**config.mk**
```make
export PLATFORM = sky130hd
export DESIGN_NAME = pipe_stage_reg
export DESIGN_NICKNAME = d
export VERILOG_FILES = /design/src/rtl/pipe_stage_reg.sv
export SDC_FILE = /design/constraint.sdc
export NUM_CORES = 1
export LEC_CHECK = 0
export BUFFER_PORTS_ARGS = -buffer_cell sky130_fd_sc_hd__buf_4
export CORE_ASPECT_RATIO = 0.5
export CORE_MARGIN = 3
export CORE_UTILIZATION = 49
export CTS_CLUSTER_SIZE = 24
export DETAILED_ROUTE_END_ITERATION = 6
export PLACE_DENSITY = 0.74
export SLEW_MARGIN = 10
export SYNTH_ARGS = -nofsm -noshare
export SYNTH_HDL_FRONTEND = slang
export SYNTH_SLANG_ARGS = --single-unit
```
**constraint.sdc**
```tcl
create_clock -name CLK -period 2.4 [get_ports CLK]
set_clock_uncertainty 0.1 [all_clocks]
set_input_delay 0.48 -clock CLK [delete_from_list [all_inputs] [get_ports CLK]]
set_output_delay 0.48 -clock CLK [all_outputs]
set_load 0.02 [all_outputs]
```
**src/rtl/pipe_stage_reg.sv**
```systemverilog
// Handshaked pipeline stage register: main entry plus optional skid entry, 1-cycle latency when empty.
// SKID=1 gives registered in_ready (no out_ready->in_ready path); SKID=0 stalls upstream combinationally.
module pipe_stage_reg #(
  parameter int CTRL_W = 16,
  parameter int DATA_W = 160,
  parameter int SKID   = 1,
  parameter int CNT_W  = 16
) (
  input  logic              CLK,
  input  logic              RST_N,
  input  logic              flush,
  input  logic              in_valid,
  output logic              in_ready,
  input  logic [CTRL_W-1:0] in_ctrl,
  input  logic [DATA_W-1:0] in_data,
  output logic              out_valid,
  input  logic              out_ready,
  output logic [CTRL_W-1:0] out_ctrl,
  output logic [DATA_W-1:0] out_data,
  output logic [1:0]        occupancy,
  output logic [CNT_W-1:0]  bubble_cnt
);

  logic              m_valid_q, m_valid_d;
  logic [CTRL_W-1:0] m_ctrl_q,  m_ctrl_d;
  logic [DATA_W-1:0] m_data_q,  m_data_d;
  logic              s_valid_q, s_valid_d;
  logic [CTRL_W-1:0] s_ctrl_q,  s_ctrl_d;
  logic [DATA_W-1:0] s_data_q,  s_data_d;
  logic [CNT_W-1:0]  bubble_cnt_q, bubble_cnt_d;
  logic              in_fire;
  logic              drain;

  always_comb begin
    if (SKID != 0) in_ready = !s_valid_q;
    else           in_ready = out_ready || !m_valid_q;
  end

  assign in_fire = in_valid && in_ready;
  assign drain   = !m_valid_q || out_ready;

  always_comb begin
    m_valid_d = m_valid_q;
    m_ctrl_d  = m_ctrl_q;
    m_data_d  = m_data_q;
    s_valid_d = s_valid_q;
    s_ctrl_d  = s_ctrl_q;
    s_data_d  = s_data_q;
    if (flush) begin
      // Data registers hold on flush; only valid and control are cleared.
      m_valid_d = 1'b0;
      m_ctrl_d  = '0;
      s_valid_d = 1'b0;
      s_ctrl_d  = '0;
    end else if (SKID != 0) begin
      if (drain) begin
        if (s_valid_q) begin
          m_valid_d = 1'b1;
          m_ctrl_d  = s_ctrl_q;
          m_data_d  = s_data_q;
          s_valid_d = 1'b0;
          s_ctrl_d  = '0;
        end else if (in_fire) begin
          m_valid_d = 1'b1;
          m_ctrl_d  = in_ctrl;
          m_data_d  = in_data;
        end else begin
          m_valid_d = 1'b0;
          m_ctrl_d  = '0;
        end
      end else if (in_fire) begin
        s_valid_d = 1'b1;
        s_ctrl_d  = in_ctrl;
        s_data_d  = in_data;
      end
    end else if (in_ready) begin
      m_valid_d = in_valid;
      m_ctrl_d  = in_valid ? in_ctrl : '0;
      if (in_valid) m_data_d = in_data;
    end
  end

  always_comb begin
    bubble_cnt_d = bubble_cnt_q;
    if (!flush && out_ready && !m_valid_q && (bubble_cnt_q != '1))
      bubble_cnt_d = bubble_cnt_q + CNT_W'(1);
  end

  always_ff @(posedge CLK or negedge RST_N) begin
    if (!RST_N) begin
      m_valid_q    <= 1'b0;
      m_ctrl_q     <= '0;
      m_data_q     <= '0;
      s_valid_q    <= 1'b0;
      s_ctrl_q     <= '0;
      s_data_q     <= '0;
      bubble_cnt_q <= '0;
    end else begin
      m_valid_q    <= m_valid_d;
      m_ctrl_q     <= m_ctrl_d;
      m_data_q     <= m_data_d;
      s_valid_q    <= s_valid_d;
      s_ctrl_q     <= s_ctrl_d;
      s_data_q     <= s_data_d;
      bubble_cnt_q <= bubble_cnt_d;
    end
  end

  // Bubbles must never present live control fields downstream.
  assign out_valid  = m_valid_q;
  assign out_ctrl   = m_valid_q ? m_ctrl_q : '0;
  assign out_data   = m_data_q;
  assign occupancy  = 2'(m_valid_q) + 2'(s_valid_q);
  assign bubble_cnt = bubble_cnt_q;

endmodule
```
* Word level (Yosys, flattened, before mapping)
Cells that the tools add are included.
Storage, ports and cells: register bits after elaboration 370, bits in latches 0, RAM bits 0, ROM bits 0, input bits 181, output and inout bits 196, word-level logic and storage cells 45, memories kept 0
Cells by class: $add $sub $neg 2, $mul 0, divide/modulo/power cells 0, $lt $le $gt $ge 0, eq/ne operators 2, shift-type cells 0, multiplexer cells 18, bitwise logic cells 2, reduce and logical (&&, ||, !) cells 14
Operator list (count):
- 160-bit two-way mux | 2
- 16-bit two-way mux | 9
- 16-bit by 1-bit adder with 16-bit output (second input constant) | 1
- 16-bit != test (second input constant) | 1
- 1-bit two-way mux | 7
- 3-bit AND reduction | 2
- 1-bit logical AND | 4
- 2-bit nonzero test | 2
- 1-bit zero test | 3
- 3-bit != test (second input constant) | 1
- 3-bit nonzero test | 1
- 1-bit by 1-bit adder with 2-bit output | 1
- 1-bit inverter | 2
- 2-bit AND reduction | 1
- 1-bit logical OR | 1

* Logic depth before layout (Yosys ltp)
Gate-level depths: netlist of the first run.
depth after elaboration 6, mapped depth 7, gate-level depth less buffers 5

* Least setup slack after synthesis of the first run
No wires, ideal clock.
kind input-to-reg, start input port flush, end register bubble_cnt_q[11] (netlist: bubble_cnt[11]), setup time 0.128 ns, arrival time 2.042 ns, required time 2.172 ns, path slack 0.130 ns, stages 6, buffers on the path 2, path through buf_6 > or3b_1 > buf_6 > or4_4 > nor3_2 > mux2_1
Between the ends: cells in the longest elaborated chain, start to end 4
RTL lines:
- from (decl) | RTL line 11 | input logic flush,
- 1-bit zero test | RTL line 85 | if (!flush && out_ready && !m_valid_q && (bubble_cnt_q != '1))
- 1-bit logical AND (3 in a row) | RTL line 85
- to (signal assigned) | RTL line 105 | bubble_cnt_q <= bubble_cnt_d;
- to (decl) | RTL line 30 | logic [CNT_W-1:0] bubble_cnt_q, bubble_cnt_d;
No other way between the ends. A chain may end at the register's enable or synchronous reset.

* Worst setup path after layout of the first run
start register m_valid_q (netlist: out_valid), end register m_data_q[90] (netlist: out_data[90])
Between the ends: cells in the longest elaborated chain, start to end 3
RTL lines:
- from (decl) | RTL line 24 | logic m_valid_q, m_valid_d;
- from (signal assigned) | RTL line 99 | m_valid_q <= m_valid_d;
- 1-bit zero test | RTL line 40 | assign drain = !m_valid_q || out_ready;
- 1-bit logical OR | RTL line 40
- 3-bit AND reduction (no line)
- to (signal assigned) | RTL line 101 | m_data_q <= m_data_d;
- to (decl) | RTL line 26 | logic [DATA_W-1:0] m_data_q, m_data_d;
No other way between the ends.

==> impl_metrics.env, run 1 <==
export IMPL_crit_type="reg -> reg"
export IMPL_p_total_mw=17.2
export IMPL_post_route_period_util_pct=89.0
export IMPL_antenna_found_initial=1
export IMPL_rsz0062_at_grt="no"
export IMPL_worstMarginPinSlew_ns=0.730
export IMPL_rows=45
export IMPL_grt_util_all_layers_pct=22.9
export IMPL_initial_core_util_pct=50.6
export IMPL_drc=0
export IMPL_cts_max_path_buffers=3
export IMPL_clk_pin_slew_worst_paths_ns=0.07
export IMPL_cts_tree="yes"
export IMPL_io_pins=377
export IMPL_final_common_cell="buf_4"
export IMPL_nets=1847
export IMPL_yosysSeqAreaShare_pct=59.3
export IMPL_cts_resized=0
export IMPL_cp_data_required_time_ns=2.73
export IMPL_hp_class="in -> reg"
export IMPL_finalCoreUtilization_pct=65.5
export IMPL_place_hpwl_um=28000
export IMPL_synth_fp_nets=1479
export IMPL_start_kind="flop"
export IMPL_seqCellArea_um2=9260
export IMPL_cp_arrival_ns=2.46
export IMPL_status="completed"
export IMPL_wl_per_cell_um=18.8
export IMPL_port_buffers=376
export IMPL_hold_buffers=1
export IMPL_fp_coreArea_um2=30900
export IMPL_drive_gt1_share_pct=37.6
export IMPL_slew_headroom_pct=51.3
export IMPL_cts_max_level=2
export IMPL_firstDrtPassIters=4
export IMPL_vias=11200
export IMPL_wirelength_um=39700
export IMPL_ys_ff_latch=370
export IMPL_final_hold_violation_count=0
export IMPL_final_cell_mix="buf_4 (399), dfrtp_1 (369), a21oi_1 (178), mux2i_1 (176), nor2_1 (165)"
export IMPL_power_leakage_nw=9.03
export IMPL_cts_sinks=370
export IMPL_ir_drop_mv=0.498
export IMPL_setup_viol=0
export IMPL_gp_congestion=0.852
export IMPL_powerDensity_nw_per_um2=852
export IMPL_synth_area_um2=15600
export IMPL_ant_nets=0
export IMPL_clkLatencyLatePin_ns=0.51
export IMPL_dieHeight_um=132
export IMPL_multi_input_area_um2=5930
export IMPL_final_fill_count=2351
export IMPL_grt_pass1_vias=11800
export IMPL_cts_root_buf="clkbuf_16"
export IMPL_slew_viol_final=0
export IMPL_grt_pass1_wl_um=63100
export IMPL_fin_tns_setup_ns=0
export IMPL_viasPerCell=5.33
export IMPL_period_needed_ns=2.14
export IMPL_crit_path_end_kind="flop"
export IMPL_gr_total_overflow=0
export IMPL_drt_iter0_markers=609
export IMPL_syn_avg_cell_area_um2=12.0
export IMPL_synthCells=1296
export IMPL_max_freq_mhz=468
export IMPL_path_max_fanout=67
export IMPL_cts_inserted_buffers=34
export IMPL_cts_setup_buffers=0
export IMPL_r2r_cells=7
export IMPL_dieArea_um2=34200
export IMPL_hold_depth=2
export IMPL_synth_cell_types=37
export IMPL_die_w_um=258
export IMPL_area_delta_synth_final_pct=29.5
export IMPL_max_cap_viol_count=0
export IMPL_yosys_warnings=0
export IMPL_grt_max_degree=94
[sequential cells by signal, summed over array words and instances, names as in the netlist]
register and flops:
bubble_cnt 16, m_ctrl_q 16, out_data 160, out_valid 1
s_ctrl_q 16, s_data_q 160, s_valid_q 1
[synth_stat cells]
| cell | instances | area share (%) |
|---|---|---|
| a21boi_0 | 1 | 0.048 |
| nor3_1 | 4 | 0.13 |
| nand2b_1 | 3 | 0.12 |
| and4_1 | 1 | 0.056 |
| nor2_1 | 165 | 4.0 |
| xor2_1 | 5 | 0.28 |
| nor4_1 | 4 | 0.16 |
| or4_4 | 1 | 0.072 |
| a22oi_1 | 1 | 0.048 |
| dfrtp_1 | 370 | 59 |
| o22a_1 | 1 | 0.056 |
| nor3b_1 | 1 | 0.048 |
| o21a_1 | 2 | 0.096 |
| xnor2_1 | 4 | 0.22 |
| inv_1 | 18 | 0.43 |
| nor3_2 | 1 | 0.064 |
| nand4_1 | 6 | 0.24 |
| o21ai_0 | 18 | 0.58 |
| nor2b_1 | 2 | 0.080 |
| buf_2 | 28 | 0.90 |
| buf_6 | 2 | 0.14 |
| nor2_2 | 1 | 0.040 |
| clkbuf_1 | 45 | 1.1 |
| and2_1 | 16 | 0.64 |
| nand2_1 | 38 | 0.91 |
| ha_1 | 2 | 0.16 |
| buf_1 | 9 | 0.22 |
| mux2i_1 | 176 | 11 |
| a21oi_1 | 178 | 5.7 |
| or3b_1 | 1 | 0.056 |
| nand3_1 | 8 | 0.26 |
| and3_1 | 18 | 0.72 |
| mux2_1 | 1 | 0.072 |
| a31oi_1 | 2 | 0.080 |
| a211oi_1 | 1 | 0.048 |
| mux2_2 | 161 | 12 |
| o211ai_1 | 1 | 0.048 |
[per-stage QoR]
stage               instance area (µm²)  setup slack, ns  cells  hold WS [ns]
floorplan                         15600            0.130   1296        0.0844
global placement                  19100            0.166   2050         0.356
detailed placement                19100            0.168   2050         0.366
CTS                               20200            0.233   2109        0.0492
global route                      20200            0.108   2110        0.0624
finish                            20200            0.264   2110        0.0793
[power breakdown]
group | internal [mW] | total, mW | switching [mW]
logic | 1.79 | 3.66 | 1.87
registers | 7.45 | 8.18 | 0.730
clock network | 3.08 | 5.39 | 2.30
total | 12.3 | 17.2 | 4.90
[per-layer routing]
| metal | vias to the layer above | track usage [%] | part of all wire [%] |
|---|---|---|---|
| met5 | - | 0 | 0 |
| met4 | 0 | 10.3 | 4.4 |
| met3 | 102 | 3.49 | 3.3 |
| met2 | 238 | 41.2 | 53 |
| met1 | 5667 | 27.4 | 40 |
| li1 | 5229 | - | - |
[worst max-delay path, cell delays in order (launching register included)]
cell	delay, ns
dfrtp_1	0.38
buf_4	0.20
nor2b_1	0.17
nor3_2	0.39
buf_4	0.26
buf_12	0.26
nor2_1	0.09
a21oi_1	0.15
[final timing paths]
| kind | startpoint | to | slack, ns |
|---|---|---|---|
| worst max-delay path | out_valid$_DFFE_PN0N_ | out_data[90]$_DFFE_PN0P_ | 0.26 |
| worst min-delay path | flush | out_valid$_DFFE_PN0N_ | 0.08 |
| worst max register to register | out_valid$_DFFE_PN0N_ | out_data[90]$_DFFE_PN0P_ | 0.26 |
| worst min register to register | m_ctrl_q[12]$_DFFE_PN0N_ | m_ctrl_q[12]$_DFFE_PN0N_ | 0.38 |
| max in group asynchronous | RST_N | s_data_q[147]$_DFFE_PN0P_ | 1.00 |
| min in group asynchronous | RST_N | out_data[42]$_DFFE_PN0P_ | 0.40 |
[area by class of cell]
type | count | share of cell area, %
tap | 423 | 2.62
clock buffer | 47 | 4.85
multi-input combinational | 824 | 29.3
sequential | 370 | 45.8
timing repair buffer | 416 | 16.4
inverter | 18 | 0.334
clock inverter | 11 | 0.576
antenna | 1 | 0.0124
[logic make-up (layout without fill, tap and decap cells)]
family	count (synthesis)	after routing	share of synthesized area, %
flops	370	370	59.3
mux	338	338	23.0
simple gates	270	270	7.57
compound gates	205	205	6.71
buf+inv	102	492	2.77
xor+xnor	9	9	0.505
fa+ha+maj	2	2	0.160
other cells	0	1	0
(Power assumes the default switching activity.)
==> inputs of run 2 (changes only) <==
--- a/config.mk
+++ b/config.mk
@@ -5,14 +5,15 @@
 export SDC_FILE = /design/constraint.sdc
 export NUM_CORES = 1
 export LEC_CHECK = 0
+export ABC_AREA = 1
 export BUFFER_PORTS_ARGS = -buffer_cell sky130_fd_sc_hd__buf_4
 export CORE_ASPECT_RATIO = 0.5
 export CORE_MARGIN = 3
 export CORE_UTILIZATION = 49
 export CTS_CLUSTER_SIZE = 24
 export DETAILED_ROUTE_END_ITERATION = 6
-export PLACE_DENSITY = 0.74
-export SLEW_MARGIN = 10
+export PLACE_DENSITY = 0.73
+export RECOVER_POWER = 100
 export SYNTH_ARGS = -nofsm -noshare
 export SYNTH_HDL_FRONTEND = slang
 export SYNTH_SLANG_ARGS = --single-unit
==> run 2 against run 1 <==
Combinational power is 16% lower. Non-clock buffer count is 16 higher. Die area is 7.4% higher. Total power is 2.1% lower. First-iteration DRC count is 45% higher. Synthesized area is 7.7% higher. Register-to-register slack better by 0.03 ns. Sequential share of layout area is 1.2 points higher. Cell count is 30% higher. Hold slack better by 0.028 ns. Flip-flop and latch count stayed put. Critical path type is now reg -> out.
==> impl_metrics.env, run 2 <==
export IMPL_status="completed"
export IMPL_synth_area_um2=16800
export IMPL_ys_flop_type="dfrtp_1"
export IMPL_synth_commonest_cells="nand2_1 (613), dfrtp_1 (370), o21ai_1 (263)"
export IMPL_synth_edff_count=0
export IMPL_power_leakage_nw=10.3
export IMPL_vias=13500
export IMPL_period_needed_ns=2.23
export IMPL_final_common_cell="nand2_1"
export IMPL_synthCells=1922
export IMPL_p_total_mw=16.9
export IMPL_path_max_fanout=16
export IMPL_cts_setup_buffers=0
export IMPL_drive_gt1_share_pct=13.0
export IMPL_cts_max_path_buffers=3
export IMPL_seqCellArea_um2=9260
export IMPL_die_w_um=268
export IMPL_initial_core_util_pct=50.3
export IMPL_fp_coreArea_um2=33400
export IMPL_slew_viol_final=0
export IMPL_grt_pass1_vias=12900
export IMPL_synth_cell_types=26
export IMPL_clkLatencyLatePin_ns=0.52
export IMPL_dieHeight_um=137
export IMPL_crit_path_end_kind="primary output"
export IMPL_instances_no_fill=2733
export IMPL_grt_pass1_wl_um=66500
export IMPL_cts_sinks=370
export IMPL_worstMarginPinSlew_ns=1.22
export IMPL_whs_ns=0.107
export IMPL_multi_input_area_um2=5420
export IMPL_rsz0062_at_grt="no"
export IMPL_max_freq_mhz=449
export IMPL_final_hold_violation_count=0
export IMPL_max_cap_viol_count=0
export IMPL_port_buffers=376
export IMPL_ys_ff_latch=370
export IMPL_place_inst=2673
export IMPL_yosysMostFrequentCell="nand2_1"
export IMPL_yosysSeqAreaShare_pct=55.1
export IMPL_dieArea_um2=36700
export IMPL_cts_resized=0
export IMPL_cts_tree="yes"
export IMPL_cp_arrival_ns=1.65
export IMPL_ant_nets=0
export IMPL_crit_type="reg -> out"
export IMPL_drt_iter0_markers=884
export IMPL_nets=2453
export IMPL_yosysTopAreaCellShare_pct=55.1
export IMPL_syn_avg_cell_area_um2=8.74
export IMPL_wirelength_um=41900
export IMPL_fin_tns_setup_ns=0
export IMPL_final_fill_count=3245
export IMPL_io_pins=377
export IMPL_cp_data_required_time_ns=1.82
export IMPL_clk_pin_slew_worst_paths_ns=0.06
export IMPL_yosysTopAreaCell="dfrtp_1"
export IMPL_drc=0
export IMPL_cts_inserted_buffers=35
export IMPL_setup_viol=0
export IMPL_cts_root_buf="clkbuf_16"
export IMPL_synthArstFlopShare_pct=100
export IMPL_rows=47
export IMPL_firstDrtPassIters=5
export IMPL_wl_per_cell_um=15.3
export IMPL_finalCoreUtilization_pct=59.0
export IMPL_gp_congestion=0.793
export IMPL_ir_drop_mv=0.446
export IMPL_powerDensity_nw_per_um2=856
export IMPL_grt_max_degree=64
export IMPL_grt_util_all_layers_pct=22.6
export IMPL_synth_fp_nets=2105
export IMPL_cts_max_level=2
export IMPL_antenna_found_initial=1
export IMPL_slew_headroom_pct=18.6
export IMPL_ys_top_cells_by_area="dfrtp_1 (55%), nand2_1 (14%), o21ai_1 (7.8%)"
export IMPL_area_delta_synth_final_pct=17.2
export IMPL_post_route_period_util_pct=92.9
export IMPL_final_cell_mix="nand2_1 (614), o21ai_0 (376), dfrtp_1 (370), clkbuf_1 (214), inv_1 (213)"
export IMPL_place_hpwl_um=29600
export IMPL_hp_class="in -> reg"
export IMPL_yosys_warnings=0
export IMPL_viasPerCell=4.94
export IMPL_gr_total_overflow=0
export IMPL_start_kind="flop"
-- run 2: cell types whose count changed in the layout (fill, tap and decap cells not counted), sizes merged, moves of 162 or more --
cell	delta
a21oi	-178
mux2	-162
buf	-207
mux2i	-176
o21ai	+501
nand2	+577
clkbuf	+228
inv	+197
-- run 2: path summary, 6_finish.rpt --
path / endpoint / from / slack [ns] / cells after the start
max reg2reg: out_data[114]$_DFFE_PN0P_ / s_valid_q$_DFFE_PN0P_ / 0.29 / 5
min: s_ctrl_q[4]$_DFFE_PN0P_ / in_ctrl[4] / 0.11 / 3
min reg2reg: m_ctrl_q[11]$_DFFE_PN0N_ / m_ctrl_q[11]$_DFFE_PN0N_ / 0.38 / 2
min in group asynchronous: bubble_cnt[8]$_DFFE_PN0P_ / RST_N / 0.29 / 2
max: out_ctrl[10] / out_valid$_DFFE_PN0N_ / 0.17 / 4
max in group asynchronous: s_data_q[142]$_DFFE_PN0P_ / RST_N / 0.31 / 4
-- run 2: metrics by stage --
step	worst slack [ns]	area, µm²
global placement	0.323	20000
detailed placement	0.303	20000
global route	0.0704	19700
floorplan	0.700	16800
finish	0.171	19700
CTS	0.172	21100
-- run 2: logic make-up (layout without fill, tap and decap cells) --
| family | Yosys count | after routing | share of synthesized area [%] |
|---|---|---|---|
| AO/OA/AOI/OAI | 520 | 520 | 18.7 |
| AND/OR/NAND/NOR | 687 | 687 | 16.0 |
| buffers and inverters | 337 | 706 | 9.83 |
| other | 0 | 1 | 0 |
| flip-flops | 370 | 370 | 55.1 |
| XOR/XNOR | 6 | 6 | 0.313 |
| adder cells (fa/ha/maj) | 2 | 2 | 0.149 |
-- run 2: cell type report --
class	instances	share of cell area [%]
multi-input combinational	1215	27.5
clock inverter	6	0.406
inverter	216	4.19
clock buffer	52	5.39
sequential	370	47.0
antenna	1	0.0127
timing repair buffer	432	12.7
tap	441	2.80
-- run 2: metal layers --
metal / GRT usage, % / up-vias / share of wire (%)
li1: - / 6787 / -
met1: 28.3 / 6343 / 42
met2: 39.4 / 259 / 50
met3: 3.52 / 101 / 3.6
met4: 9.37 / 0 / 3.9
met5: 0 / - / 0
-- run 2: critical path: stages (launching register included) --
cell,delay [ns]
dfrtp_1,0.38
clkbuf_2,0.34
nand2_1,0.10
inv_1,0.06
clkbuf_1,0.23
-- run 2: power breakdown --
group | total, mW | switching [mW] | internal, mW
combinational | 3.09 | 2.03 | 1.06
sequential | 8.18 | 0.740 | 7.44
clock | 5.60 | 2.33 | 3.27
-- run 2: repair_timing --
action                                 in CTS  in global routing
endpoints found under the hold margin      21                  0
hold buffers                                1                  0
setup endpoints to repair                   0                  0
